[config.mk]
export PLATFORM = sky130hd
export DESIGN_NAME = aes_in_packer
export DESIGN_NICKNAME = d
export VERILOG_FILES = /design/src/rtl/aes_in_packer.sv
export SDC_FILE = /design/constraint.sdc
export NUM_CORES = 1
export LEC_CHECK = 0
export BUFFER_PORTS_ARGS = -buffer_cell sky130_fd_sc_hd__buf_2
export CORE_UTILIZATION = 48
export CTS_BUF_LIST = sky130_fd_sc_hd__clkbuf_4
export DETAILED_ROUTE_END_ITERATION = 10
export GPL_ROUTABILITY_DRIVEN = 0
export HOLD_SLACK_MARGIN = 0.03
export MAX_ROUTING_LAYER = met4
export PLACE_DENSITY_LB_ADDON = 0.12
export SETUP_SLACK_MARGIN = 0.3
export SKIP_LAST_GASP = 1
export SLEW_MARGIN = 30
export SYNTH_ARGS = -nofsm -noshare
export SYNTH_HDL_FRONTEND = slang
export SYNTH_SLANG_ARGS = --single-unit
[constraint.sdc]
create_clock -name clk -period 1.8 [get_ports clk]
set_input_delay 0 -clock clk [delete_from_list [all_inputs] [get_ports clk]]
set_output_delay 0 -clock clk [all_outputs]
set_load 0.005 [all_outputs]
[src/rtl/aes_in_packer.sv]
// Packs 32-bit plaintext words into 128-bit blocks for the AES128 core.
// Two-stage buffer (assembly A, holding H) with one block in flight at a time.
module aes_in_packer (
    input  logic         clk,
    input  logic         rstn,
    input  logic         s_valid,
    output logic         s_ready,
    input  logic [31:0]  s_data,
    input  logic         s_last,
    input  logic         rk_ready,
    input  logic         aes_state,
    input  logic         data_out_valid,
    output logic         data_in_valid,
    output logic [127:0] data_in,
    output logic         data_in_last,
    output logic         busy,
    output logic [15:0]  blk_count
);

    typedef enum logic {
        ST_IDLE = 1'b0,
        ST_WAIT = 1'b1
    } state_t;

    state_t             state_q, state_d;
    logic [3:0][31:0]   a_word_q, a_word_d;
    logic [1:0]         wcnt_q, wcnt_d;
    logic               a_done_q, a_done_d;
    logic               a_last_q, a_last_d;
    logic [127:0]       h_data_q, h_data_d;
    logic               h_full_q, h_full_d;
    logic               h_last_q, h_last_d;
    logic [127:0]       data_in_q, data_in_d;
    logic               data_in_last_q, data_in_last_d;
    logic               data_in_valid_q, data_in_valid_d;
    logic [15:0]        blk_count_q, blk_count_d;

    logic word_acc;
    logic issue;
    logic move;

    // rstn is active-high here despite its name; hold off words during reset.
    assign s_ready  = !a_done_q && !rstn;
    assign word_acc = s_valid && s_ready;
    assign issue    = (state_q == ST_IDLE) && h_full_q && rk_ready && !aes_state;
    assign move     = a_done_q && (!h_full_q || issue);

    // Slot gi takes the incoming word, or zero when s_last closes the block before it.
    generate
        for (genvar gi = 0; gi < 4; gi++) begin : g_slot
            localparam logic [1:0] SLOT = 2'(gi);
            assign a_word_d[gi] = (word_acc && wcnt_q == SLOT)          ? s_data :
                                  (word_acc && s_last && SLOT > wcnt_q) ? 32'd0  :
                                  a_word_q[gi];
        end
    endgenerate

    always_comb begin
        state_d         = state_q;
        wcnt_d          = wcnt_q;
        a_done_d        = a_done_q;
        a_last_d        = a_last_q;
        h_data_d        = h_data_q;
        h_full_d        = h_full_q;
        h_last_d        = h_last_q;
        data_in_d       = data_in_q;
        data_in_last_d  = data_in_last_q;
        data_in_valid_d = 1'b0;
        blk_count_d     = blk_count_q;

        if (word_acc) begin
            wcnt_d = wcnt_q + 2'd1;
            if (s_last || wcnt_q == 2'd3) begin
                a_done_d = 1'b1;
            end
            if (s_last) begin
                a_last_d = 1'b1;
            end
        end

        // A move while H issues keeps h_full set: no bubble between blocks.
        if (move) begin
            wcnt_d   = 2'd0;
            a_done_d = 1'b0;
            a_last_d = 1'b0;
            h_data_d = {a_word_q[0], a_word_q[1], a_word_q[2], a_word_q[3]};
            h_last_d = a_last_q;
            h_full_d = 1'b1;
        end else if (issue) begin
            h_full_d = 1'b0;
        end

        case (state_q)
            ST_IDLE: begin
                if (issue) begin
                    state_d         = ST_WAIT;
                    data_in_d       = h_data_q;
                    data_in_last_d  = h_last_q;
                    data_in_valid_d = 1'b1;
                    blk_count_d     = blk_count_q + 16'd1;
                end
            end
            ST_WAIT: begin
                if (data_out_valid) begin
                    state_d = ST_IDLE;
                end
            end
            default: state_d = ST_IDLE;
        endcase
    end

    always_ff @(posedge clk) begin
        if (rstn) begin
            state_q         <= ST_IDLE;
            a_word_q        <= '0;
            wcnt_q          <= 2'd0;
            a_done_q        <= 1'b0;
            a_last_q        <= 1'b0;
            h_data_q        <= '0;
            h_full_q        <= 1'b0;
            h_last_q        <= 1'b0;
            data_in_q       <= '0;
            data_in_last_q  <= 1'b0;
            data_in_valid_q <= 1'b0;
            blk_count_q     <= 16'd0;
        end else begin
            state_q         <= state_d;
            a_word_q        <= a_word_d;
            wcnt_q          <= wcnt_d;
            a_done_q        <= a_done_d;
            a_last_q        <= a_last_d;
            h_data_q        <= h_data_d;
            h_full_q        <= h_full_d;
            h_last_q        <= h_last_d;
            data_in_q       <= data_in_d;
            data_in_last_q  <= data_in_last_d;
            data_in_valid_q <= data_in_valid_d;
            blk_count_q     <= blk_count_d;
        end
    end

    assign data_in_valid = data_in_valid_q;
    assign data_in       = data_in_q;
    assign data_in_last  = data_in_last_q;
    assign blk_count     = blk_count_q;
    assign busy          = h_full_q | a_done_q | (state_q == ST_WAIT);

endmodule

==> flow_summary.yaml <==
synth:
  syn_area_um2: 14100
  synth_area_leaders: "dfxtp_1 (58%), nand2_1 (16%), a21oi_1 (11%)"
  yosysTopAreaCellShare_pct: 58.2
  yosysSeqAreaShare_pct: 58.2
  ys_types: 32
  syn_nets: 1753
  syn_inst: 1709
  synth.largest_area_cell: "dfxtp_1"
  synth-seq-cells: 409
  syn_area_per_cell_um2: 8.23
  ys_warn_count: 0
critical_path:
  worstPathRequired_ns: 2.44
  path_cells: "nand4bb_4 > buf_8 > a21oi_4 > buf_12 > bufbuf_16 > nand2_1 > a21oi_1"
  crit_fanout: 9
  path_class: "reg -> reg"
  r2r_slack_ns: 0.06
  r2r_cells: 7
  slowest_delay_ns: 0.34
  cpMaxStageDelayCell: "dfxtp_4"
  end_kind: "flip-flop"
  cp.arrival_ns: 2.38
  crit_path_start_kind: "flip-flop"
route:
  dr_total_vias: 13100
  wire_per_inst_um: 18.8
  route.detailed.drc: 0
  routed_wl_mm: 46.0
  dr.first_iter.drc_count: 1082
  postRouteAntennaNets: 0
  via_per_inst: 5.37
  first_pass_iters: 6
pwr:
  p_total_mw: 17.6
  combPwrFrac_pct: 7.2
  p_seq_share_pct: 52.2
  ir_worst_vdd_mv: 0.614
  switching_share_pct: 24.5
  power_density_nw_per_um2: 928
  clkPwrFrac_pct: 40.6
  cellLeakagePower_nw: 7.49
  internal-power_mw: 13.3
  switchingPower_mw: 4.32
floorplanning:
  core-area_um2: 28800
  io_pins: 187
  die_h_um: 173
  die_area_um2: 30000
  rows: 62
  start_util_pct: 48.9
  die_w_um: 173
placed_design:
  numPortBuffers: 186
  placed_area_um2: 15500
  dp_hpwl_mm: 22.7
sta:
  slew-limit-headroom_pct: 30.0
  hold_viol: 95
  skew_ns: 0.0329
  whs_ns: -0.463
  timing.setup.tns_ns: 0
  worst_pin_slew_ns: 1.05
  rsz0062_at_grt: "yes"
  max_freq_mhz: 575
  layout_min_cycle_time_ns: 1.74
  setup_viol: 0
  maxSlewViolCount: 0
  fin_crit_sh_pct: 96.7
cts:
  cts_sinks: 409
  clock_latency_ns: 0.73
  cts_tree: "done"
  clockBufferDepth: 3
  cts_buffers: 101
  htree_num_levels: 3
  cts_root_buf: "clkbuf_4"
  clk_pin_slew_worst_paths_ns: 0.07
grt:
  grt_overflow: 0
  grt_pass1_wl_mm: 64.1
  first_global_vias: 11900
  grt_max_degree: 215
  grt_usage_pct: 28.2
  antenna_found_initial: 2
layout:
  stdcell_area_um2: 19000
  area_delta_synth_final_pct: 34.9
  nNetsFinal: 2049
  layout-drive-gt1-share_pct: 27.8
status:
  violations: "hold timing"
  status: "finished with violations"
worst_hold_path:
  hold_class: "in -> reg"
  min_delay_path_depth: 2
job:
  maxCapViolations: 0
==> power by group through the flow <==
stage	clock, mW	sequential [mW]	combinational [mW]
4_1_cts	7.28	9.19	1.07
6_report	7.15	9.19	1.27
2_1_floorplan	0	9.38	0.477
5_1_grt	7.81	9.19	1.32
3_3_place_gp	0	9.39	0.847
3_5_place_dp	0	9.40	0.850
==> per-stage QoR <==
stage	util [%]	setup slack, ns	hold WS, ns	std cells
floorplan	-	0.164	0.136	1709
global placement	53.9	0.134	0.265	2178
detailed placement	53.9	0.0769	0.274	2178
CTS	61.8	0.127	-0.497	2408
global route	65.9	0.0156	-0.495	2446
finish	65.9	0.0597	-0.463	2447
==> metal layers <==
layer | vias to the layer above | part of all wire [%] | global-route usage [%] | wire [µm]
met5 | - | 0 | - | 0
met4 | 0 | 3.4 | 11.4 | 1560
met3 | 85 | 8.5 | 5.43 | 3940
met2 | 530 | 48 | 45.6 | 22300
met1 | 6250 | 40 | 34.7 | 18200
li1 | 6270 | - | - | -
==> sequential cells by signal (all words and copies together) (netlist names), 2 cells and up <==
signal     count
a_word_q     128
data_in      128
wcnt_q         2
blk_count     16
h_data_q     128
==> cells in the mapped netlist <==
library cell,number
nand3_1,3
buf_2,29
nor4_1,3
nand2_1,590
nor2b_1,3
nor3_1,7
ha_1,5
or4_1,2
xor2_1,3
buf_1,2
nand2b_1,2
o21ai_1,2
nand4bb_1,1
and2_0,3
inv_1,6
a21oi_2,1
nor4bb_1,1
and2_1,1
dfxtp_1,409
a21o_1,2
a31o_2,1
clkbuf_1,102
a22oi_1,96
xnor2_1,8
a211oi_1,1
or4_4,1
nor3b_1,1
a21oi_1,299
or3_1,3
o21ai_0,4
nand4_1,6
nor2_1,112
==> cells by family after synthesis <==
family | count (synthesis) | share of synthesized area (%)
fa+ha+maj | 5 | 0.445
xor+xnor | 11 | 0.685
flops | 409 | 58.2
buf+inv | 139 | 3.97
compound gates | 406 | 16.3
simple gates | 739 | 20.4
==> cell type report <==
| cell class | instances | area, µm² |
|---|---|---|
| diodes | 3 | 7.51 |
| multi-input cells | 1161 | 5940 |
| fillers | 2447 | 9810 |
| flip-flops and latches | 409 | 8220 |
| repair buffers | 326 | 3160 |
| inverters | 6 | 22.5 |
| clock inverters | 11 | 47.5 |
| clock buffers | 147 | 1100 |
| well taps | 384 | 480 |
==> path summary, 6_finish.rpt <==
check | start | to
min reg2reg | h_data_q[72] | data_in[72]
min | rstn | blk_count[1]
max reg2reg | state_q | h_data_q[14]
max | state_q | h_data_q[14]
==> cells in the final DEF, fill, tap and decap left out, types with 2 or more instances in the layout <==
cell type,Yosys,routed
o21ai_2,0,2
nor4_4,0,3
buf_8,0,6
clkinv_1,0,6
nand2b_1,2,2
nand2_2,0,19
nand4_1,6,6
a22oi_1,96,95
or3_1,3,3
dfxtp_1,409,397
nor3_2,0,3
clkbuf_4,0,147
or4_4,1,2
nor2b_1,3,3
a21oi_2,1,50
clkbuf_16,0,17
dfxtp_4,0,7
inv_1,6,6
buf_12,0,24
nor3_1,7,3
xnor2_1,8,8
nor2_1,112,112
buf_2,29,185
nand3_1,3,2
buf_16,0,19
dfxtp_2,0,5
nand2_4,0,29
nand2_1,590,542
a21oi_1,299,249
clkinv_2,0,2
buf_6,0,7
xor2_1,3,3
ha_1,5,4
buf_4,0,28
diode_2,0,3
dlygate4sd3_1,0,39
o21ai_0,4,4
inv_2,0,2
==> worst max-delay path: cells and delay by family (launching register included) <==
kind | cells | cell delay (ns)
and+or+nand+nor | 2 | 0.28
AOI/OAI and AO/OA | 2 | 0.36
DFF | 1 | 0.34
buffers and inverters | 3 | 0.68
==> what timing repair did <==
action / 4_1_cts / 5_1_grt
buffers inserted: 19 / 14
pin swaps: 13 / 61
cloned: 14 / 21
hold buffers: 39 / 1
endpoints found under the hold margin: 363 / 153
endpoints found under the setup margin: 276 / 330
resized for setup: 39 / 161
Note: power is estimated with default switching activity, not from simulation.
